`src/rtl/systolic_feeder_pkg.sv`:
```
// Shared definitions for the weight-stationary array feeder: FSM encoding,
// phase-length formulas and a constant clog2 helper.
package systolic_feeder_pkg;

   localparam logic [2:0] ST_IDLE     = 3'd0;
   localparam logic [2:0] ST_CLEAR    = 3'd1;
   localparam logic [2:0] ST_LOAD_BUF = 3'd2;
   localparam logic [2:0] ST_ISSUE    = 3'd3;
   localparam logic [2:0] ST_SETTLE   = 3'd4;
   localparam logic [2:0] ST_STREAM   = 3'd5;
   localparam logic [2:0] ST_DRAIN    = 3'd6;
   localparam logic [2:0] ST_DONE     = 3'd7;

   function automatic int clog2(input int value);
      int result;
      result = 0;
      for (int v = value - 1; v > 0; v = v >> 1) begin
         result = result + 1;
      end
      return result;
   endfunction

   // sc_en moves down the array two cycles per row, so the last row captures
   // 2*ROWS cycles after the first issue cycle at the latest.
   function automatic int settle_cyc(input int rows);
      return 2 * rows;
   endfunction

   // Last vector must ripple through the skew, across the columns and
   // through every PE pipeline stage before the array is quiet.
   function automatic int drain_cyc(input int rows, input int cols, input int stage);
      return (rows - 1) + (cols - 1) + rows * (stage + 1) + 1;
   endfunction

   function automatic int max_int(input int a, input int b);
      return (a > b) ? a : b;
   endfunction

endpackage

```
`src/rtl/systolic_ws_feeder_skew.sv`:
```
// Triangular activation delay line: lane r is delayed by r enabled cycles,
// lane 0 passes straight through.
module act_skew_line
   import systolic_feeder_pkg::*;
#(
   parameter int ROWS    = 4,
   parameter int WIDTH_A = 16
)(
   input  logic                    clk,
   input  logic                    rst,
   input  logic                    clear,
   input  logic                    shift,
   input  logic [ROWS*WIDTH_A-1:0] din,
   output logic [ROWS*WIDTH_A-1:0] dout
);

   assign dout[0 +: WIDTH_A] = din[0 +: WIDTH_A];

   genvar gi;
   generate
      for (gi = 1; gi < ROWS; gi++) begin : g_lane
         logic [WIDTH_A-1:0] stage_reg [gi];

         always_ff @(posedge clk or posedge rst) begin
            if (rst) begin
               for (int s = 0; s < gi; s++) begin
                  stage_reg[s] <= '0;
               end
            end else if (clear) begin
               for (int s = 0; s < gi; s++) begin
                  stage_reg[s] <= '0;
               end
            end else if (shift) begin
               stage_reg[0] <= din[gi*WIDTH_A +: WIDTH_A];
               for (int s = 1; s < gi; s++) begin
                  stage_reg[s] <= stage_reg[s-1];
               end
            end
         end

         assign dout[gi*WIDTH_A +: WIDTH_A] = stage_reg[gi-1];
      end
   endgenerate

endmodule

```
`src/rtl/systolic_ws_feeder.sv`:
```
// Edge controller for a ROWS x COLS weight-stationary PE array: buffers a
// weight tile, issues it down the sc_en chain, then streams skewed activations.
module systolic_ws_feeder
   import systolic_feeder_pkg::*;
#(
   parameter int ROWS    = 4,
   parameter int COLS    = 4,
   parameter int WIDTH_A = 16,
   parameter int WIDTH_B = 16,
   parameter int STAGE   = 0,
   parameter int CNT_W   = 16
)(
   input  logic                    clk,
   input  logic                    rst,
   input  logic                    start,
   input  logic [CNT_W-1:0]        num_vec,
   input  logic [COLS*WIDTH_B-1:0] wei_in,
   input  logic                    wei_valid,
   output logic                    wei_ready,
   input  logic [ROWS*WIDTH_A-1:0] act_in,
   input  logic                    act_valid,
   output logic                    act_ready,
   output logic [COLS*WIDTH_B-1:0] arr_wei,
   output logic                    arr_cell_sc_en,
   output logic [ROWS*WIDTH_A-1:0] arr_act,
   output logic                    arr_pipeline_en,
   output logic                    arr_reg_clear,
   output logic                    busy,
   output logic                    done
);

   localparam int SETTLE_CYC = settle_cyc(ROWS);
   localparam int DRAIN_CYC  = drain_cyc(ROWS, COLS, STAGE);
   localparam int PH_MAX     = max_int(SETTLE_CYC, DRAIN_CYC);
   localparam int PH_W       = clog2(PH_MAX + 1);
   localparam int ROW_W      = clog2(ROWS + 1);
   localparam int IDX_W      = (ROWS > 1) ? clog2(ROWS) : 1;

   logic [2:0]             state_reg;
   logic [2:0]             state_next;
   logic [ROW_W-1:0]       row_cnt_reg;
   logic [PH_W-1:0]        phase_reg;
   logic [CNT_W-1:0]       vec_cnt_reg;
   logic [COLS*WIDTH_B-1:0] buffer_reg [ROWS];

   logic                   wei_acc;
   logic                   act_acc;
   logic                   phase_last;
   logic                   phase_run;
   logic                   skew_clear;
   logic                   skew_shift;
   logic [ROWS*WIDTH_A-1:0] skew_din;
   logic [ROWS*WIDTH_A-1:0] skew_out;

   assign wei_acc = wei_valid && (state_reg == ST_LOAD_BUF);
   assign act_acc = act_valid && (state_reg == ST_STREAM);

   always_comb begin
      phase_last = 1'b0;
      phase_run  = 1'b0;
      case (state_reg)
         ST_ISSUE: begin
            phase_run  = 1'b1;
            phase_last = (phase_reg == PH_W'(ROWS - 1));
         end
         ST_SETTLE: begin
            phase_run  = 1'b1;
            phase_last = (phase_reg == PH_W'(SETTLE_CYC - 1));
         end
         ST_DRAIN: begin
            phase_run  = 1'b1;
            phase_last = (phase_reg == PH_W'(DRAIN_CYC - 1));
         end
         default: ;
      endcase
   end

   always_ff @(posedge clk or posedge rst) begin
      if (rst) begin
         state_reg <= ST_IDLE;
      end else begin
         state_reg <= state_next;
      end
   end

   always_comb begin
      state_next = state_reg;
      case (state_reg)
         ST_IDLE: begin
            if (start) state_next = ST_CLEAR;
         end
         ST_CLEAR: begin
            state_next = ST_LOAD_BUF;
         end
         ST_LOAD_BUF: begin
            if (wei_acc && (row_cnt_reg == ROW_W'(ROWS - 1))) state_next = ST_ISSUE;
         end
         ST_ISSUE: begin
            if (phase_last) state_next = ST_SETTLE;
         end
         ST_SETTLE: begin
            if (phase_last) state_next = (vec_cnt_reg != '0) ? ST_STREAM : ST_DONE;
         end
         ST_STREAM: begin
            if (act_acc && (vec_cnt_reg == CNT_W'(1))) state_next = ST_DRAIN;
         end
         ST_DRAIN: begin
            if (phase_last) state_next = ST_DONE;
         end
         ST_DONE: begin
            state_next = ST_IDLE;
         end
         default: begin
            state_next = ST_IDLE;
         end
      endcase
   end

   always_comb begin
      wei_ready       = (state_reg == ST_LOAD_BUF);
      act_ready       = (state_reg == ST_STREAM);
      arr_cell_sc_en  = (state_reg == ST_ISSUE) || (state_reg == ST_SETTLE);
      arr_reg_clear   = (state_reg == ST_CLEAR);
      busy            = (state_reg != ST_IDLE);
      done            = (state_reg == ST_DONE);
      arr_pipeline_en = 1'b0;
      arr_wei         = '0;
      arr_act         = '0;
      case (state_reg)
         ST_ISSUE:  arr_wei = buffer_reg[phase_reg[IDX_W-1:0]];
         ST_SETTLE: arr_wei = buffer_reg[ROWS-1];
         ST_STREAM: begin
            arr_pipeline_en = act_valid;
            arr_act         = skew_out;
         end
         ST_DRAIN: begin
            arr_pipeline_en = 1'b1;
            arr_act         = skew_out;
         end
         default: ;
      endcase
   end

   always_ff @(posedge clk or posedge rst) begin
      if (rst) begin
         row_cnt_reg <= '0;
         phase_reg   <= '0;
         vec_cnt_reg <= '0;
      end else begin
         if ((state_reg == ST_IDLE) && start) begin
            vec_cnt_reg <= num_vec;
         end else if (act_acc && (vec_cnt_reg != '0)) begin
            vec_cnt_reg <= vec_cnt_reg - CNT_W'(1);
         end

         if (state_reg == ST_CLEAR) begin
            row_cnt_reg <= '0;
         end else if (wei_acc) begin
            row_cnt_reg <= row_cnt_reg + ROW_W'(1);
         end

         // Cleared between phases so each timed state starts counting at 0.
         if (phase_run && !phase_last) begin
            phase_reg <= phase_reg + PH_W'(1);
         end else begin
            phase_reg <= '0;
         end
      end
   end

   genvar gi;
   generate
      for (gi = 0; gi < ROWS; gi++) begin : g_buf
         always_ff @(posedge clk or posedge rst) begin
            if (rst) begin
               buffer_reg[gi] <= '0;
            end else if (wei_acc && (row_cnt_reg == ROW_W'(gi))) begin
               buffer_reg[gi] <= wei_in;
            end
         end
      end
   endgenerate

   assign skew_clear = (state_reg == ST_CLEAR);
   assign skew_shift = arr_pipeline_en;
   assign skew_din   = act_acc ? act_in : '0;

   act_skew_line #(
      .ROWS    (ROWS),
      .WIDTH_A (WIDTH_A)
   ) u_skew (
      .clk   (clk),
      .rst   (rst),
      .clear (skew_clear),
      .shift (skew_shift),
      .din   (skew_din),
      .dout  (skew_out)
   );

endmodule
```
`config.mk`:
```
export PLATFORM = sky130hd
export DESIGN_NAME = systolic_ws_feeder
export DESIGN_NICKNAME = d
export VERILOG_FILES = /design/src/rtl/systolic_feeder_pkg.sv /design/src/rtl/systolic_ws_feeder_skew.sv /design/src/rtl/systolic_ws_feeder.sv
export SDC_FILE = /design/constraint.sdc
export NUM_CORES = 1
export LEC_CHECK = 0
export CAP_MARGIN = 20
export CORE_UTILIZATION = 40
export DETAILED_ROUTE_END_ITERATION = 10
export PLACE_DENSITY_LB_ADDON = 0.08
export SYNTH_ARGS = -nofsm -noshare
export SYNTH_HDL_FRONTEND = slang
export SYNTH_SLANG_ARGS = --single-unit
export TNS_END_PERCENT = 5
```
`constraint.sdc`:
```
create_clock -name clk -period 34.1 [get_ports clk]
set_input_delay 6.82 -clock clk [delete_from_list [all_inputs] [get_ports clk]]
set_output_delay 6.82 -clock clk [all_outputs]
set_load 0.05 [all_outputs]
```
# --- After elaboration in Yosys (flattened, before gate mapping) ---
# Cells that the tools add are included.
op_classes:
  n_addsub: 3
  magnitude_cmp: 1
  eq_ne: 20
  mux: 28
  bitwise_logic: 1
  reduce_logical: 22
ops:
  columns: ["cell", "n"]
  rows:
  - ["64-bit 2-to-1 mux", 4]
  - ["64-bit binary-select mux with 2-bit select", 1]
  - ["64-bit one-hot mux with 2 select lines", 1]
  - ["48-bit 2-to-1 mux", 2]
  - ["16-bit 2-to-1 mux", 4]
  - ["32-bit 2-to-1 mux", 2]
  - ["3-bit 2-to-1 mux", 8]
  - ["3-bit one-hot mux with 8 select lines", 1]
  - ["16-bit by 1-bit equality test with 1-bit output (second input constant)", 1]
  - ["16-bit nonzero test", 1]
  - ["16-bit by 1-bit subtractor with 16-bit output (second input constant)", 1]
  - ["3-bit by 2-bit equality test with 1-bit output (second input constant)", 4]
  - ["3-bit equality test (second input constant)", 4]
  - ["1-bit logical AND", 10]
  - ["2-bit inequality test (second input constant)", 4]
  - ["3-bit by 1-bit equality test with 1-bit output (second input constant)", 2]
  - ["3-bit zero test", 2]
  - ["6-bit AND reduction", 1]
  - ["2-bit nonzero test", 3]
  - ["4-bit by 1-bit adder with 4-bit output (second input constant)", 1]
  - ["4-bit by 2-bit equality test with 1-bit output (second input constant)", 1]
  - ["4-bit by 3-bit equality test with 1-bit output (second input constant)", 1]
  - ["4-bit equality test (second input constant)", 1]
  - ["4-bit 2-to-1 mux", 1]
  - ["13 further kinds", 14]
word_totals:
  register_bits: 378
  in_bits: 149

# --- Logic depth before layout (Yosys ltp) ---
depth:
  ltp_word: 5
  depth_mapped: 8

# --- By module ---
# Synthesis repeated with hierarchy kept, for this count alone.
unflattened:
  hier_cells: 1539
  area_unflattened_um2: 18217.5
by_module_without_submodules:
  columns: ["mod", "instances", "cells_each", "area_each_um2"]
  rows:
  - ["systolic_ws_feeder", 1, 1180, 13944.6]
  - ["act_skew_line", 1, 359, 4272.8]

# --- Least setup slack after synthesis ---
# Ideal clock, no wire load.
synth_path:
  kind: "input -> output"
  startpoint: "input port act_valid"
  endpoint: "output port arr_act[10]"
  arrival_ns: 7.967
  required_ns: 27.280
  setup_slack_ns: 19.313
  cell_stages: 4
  path_buffers: 2
  cell_sequence: "and4b_1 clkbuf_1 clkbuf_1 and2_1"
synth_via:
  elab_chain_cells: 3
synth_rtl:
  columns: ["element", "line", "source"]
  rows:
  - ["start, declared", "systolic_ws_feeder.sv:21", "input logic act_valid,"]
  - ["1-bit logical AND", "systolic_ws_feeder.sv:56", "assign act_acc = act_valid && (state_reg == ST_STREAM);"]
  - ["64-bit 2-to-1 mux", "systolic_ws_feeder.sv:186", "assign skew_din = act_acc ? act_in : '0;"]
  - ["64-bit 2-to-1 mux", "systolic_ws_feeder.sv:129", "case (state_reg)"]
  - ["end, declared", "systolic_ws_feeder.sv:25", "output logic [ROWS*WIDTH_A-1:0] arr_act,"]
# Every way passes these cells.

# --- Worst setup path in the final report ---
layout_path:
  startpoint: "input port act_valid"
  endpoint: "output port arr_act[6]"
# Same word-level chain as after synthesis.

==> Implementation_results.wiki <==
{| class="wikitable"
! Metric !! Value
|-
| Part of the Yosys area used for sequential elements || 55.61%
|-
| Post-cts repair resize count || 0
|-
| Portion of the clock cycle consumed by the worst path in the final layout || 46.91%
|-
| Vias per std cell || 5.237
|-
| Max Cap Violations || 0
|-
| Root buffer cell || sky130_fd_sc_hd__clkbuf_16
|-
| Reported leakage power || 9.547 nW
|-
| Global-route usage over all layers || 20.48%
|-
| Pin count of the biggest net entering global routing || 187
|-
| Clock-pin transition on the worst setup and hold timing paths || 0.06 ns
|-
| Synth warnings || 0
|-
| Count of antenna diodes in the layout || 0
|-
| Number of I/O pins || 284
|-
| Worst supply voltage drop on vdd || 0.05889 mV
|-
| Global-route met1 utilization || 27.86%
|-
| Worst-path fanout max || 66
|-
| Synthesized Nets || 1630
|-
| Clock skew || 0.01282 ns
|-
| Top cells by area in the synthesized netlist || sky130_fd_sc_hd__dfrtp_1, sky130_fd_sc_hd__mux2_2, sky130_fd_sc_hd__mux2i_1
|-
| GR Layer Usage met3 || 3.547%
|-
| Clock tree from TritonCTS || yes
|-
| Rows || 75
|-
| Total grt overflow || 0
|-
| Die height || 208.2 um
|-
| Number of vias in the routed layout || 11988
|-
| Finished Cell Area || 21790 um2
|-
| Residual antenna-violating net count after detailed routing || 0
|-
| Shortest clock period the worst path allows after layout || 15.99 ns
|-
| Proportion of netlist area held by the largest area contributor || 55.61%
|-
| Starting Density || 40.55%
|-
| Flip-flop count of the largest register after layout || 256
|-
| Final wirelength || 43.56 mm
|-
| Cells after synthesis || 1473
|-
| Die W || 208.2 um
|-
| Routability cong. || 0.8171
|-
| Maximum operating frequency || 62.52 MHz
|-
| Floorplan die area || 43350 um2
|-
| Outcome || finished, final reports clean
|-
| Final max-slew violation count || 0
|-
| Number of iterations in the first detailed-routing pass || 4
|-
| Post-DP HPWL || 25.36 mm
|-
| Final Hold Violating Endpoints || 0
|-
| GRT Max-Usage Layer || met2
|-
| Number of antenna violations at the first check in global routing || 1
|-
| Netlist area before placement || 17010 um2
|-
| Iteration-0 DRC Markers || 571
|-
| Max transition margin || 19.31%
|-
| Kind of critical path || in2out
|-
| Transition time at the pin with the least slew margin || 1.210 ns
|-
| Number of input and output port buffers inserted || 283
|-
| Dominant cell type by area after synthesis || sky130_fd_sc_hd__dfrtp_1
|-
| Global-route wire length before repair || 70.00 mm
|-
| Proportion of layout cells with a drive suffix above 1 || 20.57%
|-
| Placed Area || 20310 um2
|-
| Net total in the final layout || 1879
|-
| Clock latency on the worst-skew pair || 0.56 ns
|-
| Number of flip-flops and latches in the synthesized netlist || 378
|-
| P&R area growth vs syn || 28.14%
|-
| Deepest level of the CTS H-tree || 2
|-
| RSZ-0062 raised after global routing || no
|-
| Setup Total Neg Slack || 0 ns
|-
| Global-route met2 utilization || 33.31%
|-
| Core box area || 41950 um2
|-
| Vias in the first global route || 12269
|-
| Critical path data required time || 27.28 ns
|-
| CTS Hold Bufs || 0
|-
| Number of clock sinks || 378
|-
| Signal arrival time at the worst endpoint || 9.17 ns
|-
| Number of buffers on the longest clock path || 3
|-
| Worst setup SP type || primary input
|-
| TritonCTS Buffers || 43
|-
| Post-route DRC violation count || 0
|-
| Hold/Removal Path Class || reg2reg
|-
| Worst setup EP type || output port
|-
| Post-CTS Setup Bufs || 0
|-
| Power density cells || 88.64 nW/um2
|-
| Wire length per cell || 19.03 um
|-
| Final setup vio count || 0
|-
| Avg Cell Area, Syn || 11.55 um2
|-
| Cell variety after synth || 50
|}
==> critical path: stages <==
cell	delay [ns]
sky130_fd_sc_hd__clkdlybuf4s50_1	0.52
sky130_fd_sc_hd__and4b_2	0.23
sky130_fd_sc_hd__buf_4	0.56
sky130_fd_sc_hd__and2_1	0.23
sky130_fd_sc_hd__clkdlybuf4s50_1	0.80
==> routing by layer <==
metal	vias up	part of all wire, %
li1	5598	-
met1	6066	46
met2	261	48
met3	63	4.0
met4	0	2.2
met5	-	0
==> logic make-up (layout without fill, tap and decap cells) <==
family / Yosys count / in the layout / synth area share (%)
AND/OR/NAND/NOR: 389 / 389 / 10.86
XOR/XNOR: 15 / 15 / 0.7724
adder cells (fa/ha/maj): 8 / 8 / 0.5885
multiplexers: 323 / 323 / 20.90
buffers and inverters: 108 / 385 / 2.619
flip-flops: 378 / 378 / 55.61
AO/OA/AOI/OAI: 252 / 252 / 8.651
==> where the power goes <==
group	leakage (nW)	total [mW]	switching [mW]	internal, mW
Clock	0.677	0.458	0.180	0.278
Combinational	4.03	0.760	0.440	0.320
Sequential	4.84	0.714	0.0974	0.616
==> metrics by stage <==
stage / cells / power [mW] / hold WS, ns / util, % / worst slack [ns]
after floorplan: 1473 / 1.246 / 0.4579 / - / 16.78
after global placement: 2212 / 1.473 / 0.4743 / 48.41 / 18.10
after detailed placement: 2212 / 1.488 / 0.4788 / 48.41 / 18.10
after CTS: 2285 / 1.956 / 0.4940 / 51.71 / 18.09
after global routing: 2289 / 2.048 / 0.5048 / 51.96 / 18.03
final: 2289 / 1.932 / 0.4910 / 51.96 / 18.11
==> cell type report <==
type,instances,area [um2]
timing repair buffer,302,3060
clock inverter,6,105.1
tap,539,674.4
fill,3773,20150
inverter,10,45.04
clock buffer,67,1279
multi-input combinational,987,7167
sequential,378,9464
==> cell usage after synthesis, drive strengths merged <==
library cell / number
a2111oi: 1
a211oi: 2
a21oi: 129
a22o: 48
a31oi: 3
and2: 65
and3: 1
and4b: 1
and4bb: 1
buf: 40
clkbuf: 58
dfrtp: 378
ha: 8
inv: 10
mux2: 257
mux2i: 66
nand2: 178
nand2b: 2
nand3: 7
nand3b: 1
nand4: 1
nand4b: 2
nand4bb: 1
nor2: 102
nor2b: 2
nor3: 6
nor3b: 2
nor4: 4
nor4b: 3
nor4bb: 1
o211a: 1
o21ai: 66
o221ai: 1
o311a: 1
or2: 1
or3: 3
or4: 4
or4b: 1
xnor2: 12
xor2: 3
==> layout by cell type (no fill, tap or decap), types with 2 or more instances in the layout <==
cell,n
sky130_fd_sc_hd__clkbuf_1,15
sky130_fd_sc_hd__xnor2_1,12
sky130_fd_sc_hd__mux2_2,257
sky130_fd_sc_hd__nand2_1,174
sky130_fd_sc_hd__bufinv_16,3
sky130_fd_sc_hd__ha_1,8
sky130_fd_sc_hd__and2_1,65
sky130_fd_sc_hd__o21ai_0,65
sky130_fd_sc_hd__a21oi_1,128
sky130_fd_sc_hd__a211oi_1,2
sky130_fd_sc_hd__inv_1,9
sky130_fd_sc_hd__buf_4,14
sky130_fd_sc_hd__nand4b_1,2
sky130_fd_sc_hd__nor4_1,2
sky130_fd_sc_hd__buf_16,3
sky130_fd_sc_hd__nor4b_1,2
sky130_fd_sc_hd__nand2_4,4
sky130_fd_sc_hd__nor3_1,5
sky130_fd_sc_hd__dfrtp_1,376
sky130_fd_sc_hd__or3_1,3
sky130_fd_sc_hd__nor4_2,2
sky130_fd_sc_hd__or4_1,2
sky130_fd_sc_hd__clkbuf_8,7
sky130_fd_sc_hd__buf_12,2
sky130_fd_sc_hd__mux2i_1,66
sky130_fd_sc_hd__clkinv_2,3
sky130_fd_sc_hd__nand3_1,6
sky130_fd_sc_hd__xor2_1,3
sky130_fd_sc_hd__nor2_4,2
sky130_fd_sc_hd__clkdlybuf4s50_1,283
sky130_fd_sc_hd__a22o_1,48
sky130_fd_sc_hd__clkbuf_16,45
sky130_fd_sc_hd__or4_4,2
sky130_fd_sc_hd__a31oi_1,3
sky130_fd_sc_hd__nor2_1,100
==> worst paths after layout <==
| kind | start | end | slack, ns | depth (start not counted) |
|---|---|---|---|---|
| min | u_skew.g_lane[1].stage_reg[15] | u_skew.g_lane[1].stage_reg[15] | 0.49 | 1 |
| max reg2reg | phase_reg[1] | state_reg[1] | 31.14 | 6 |
| min reg2reg | u_skew.g_lane[1].stage_reg[15] | u_skew.g_lane[1].stage_reg[15] | 0.49 | 1 |
| min in group asynchronous | rst | buffer_reg[37] | 6.82 | 2 |
| max in group asynchronous | rst | phase_reg[0] | 25.53 | 3 |
| max | act_valid | arr_act[6] | 18.11 | 5 |
Power figures use the tool's default switching activity.
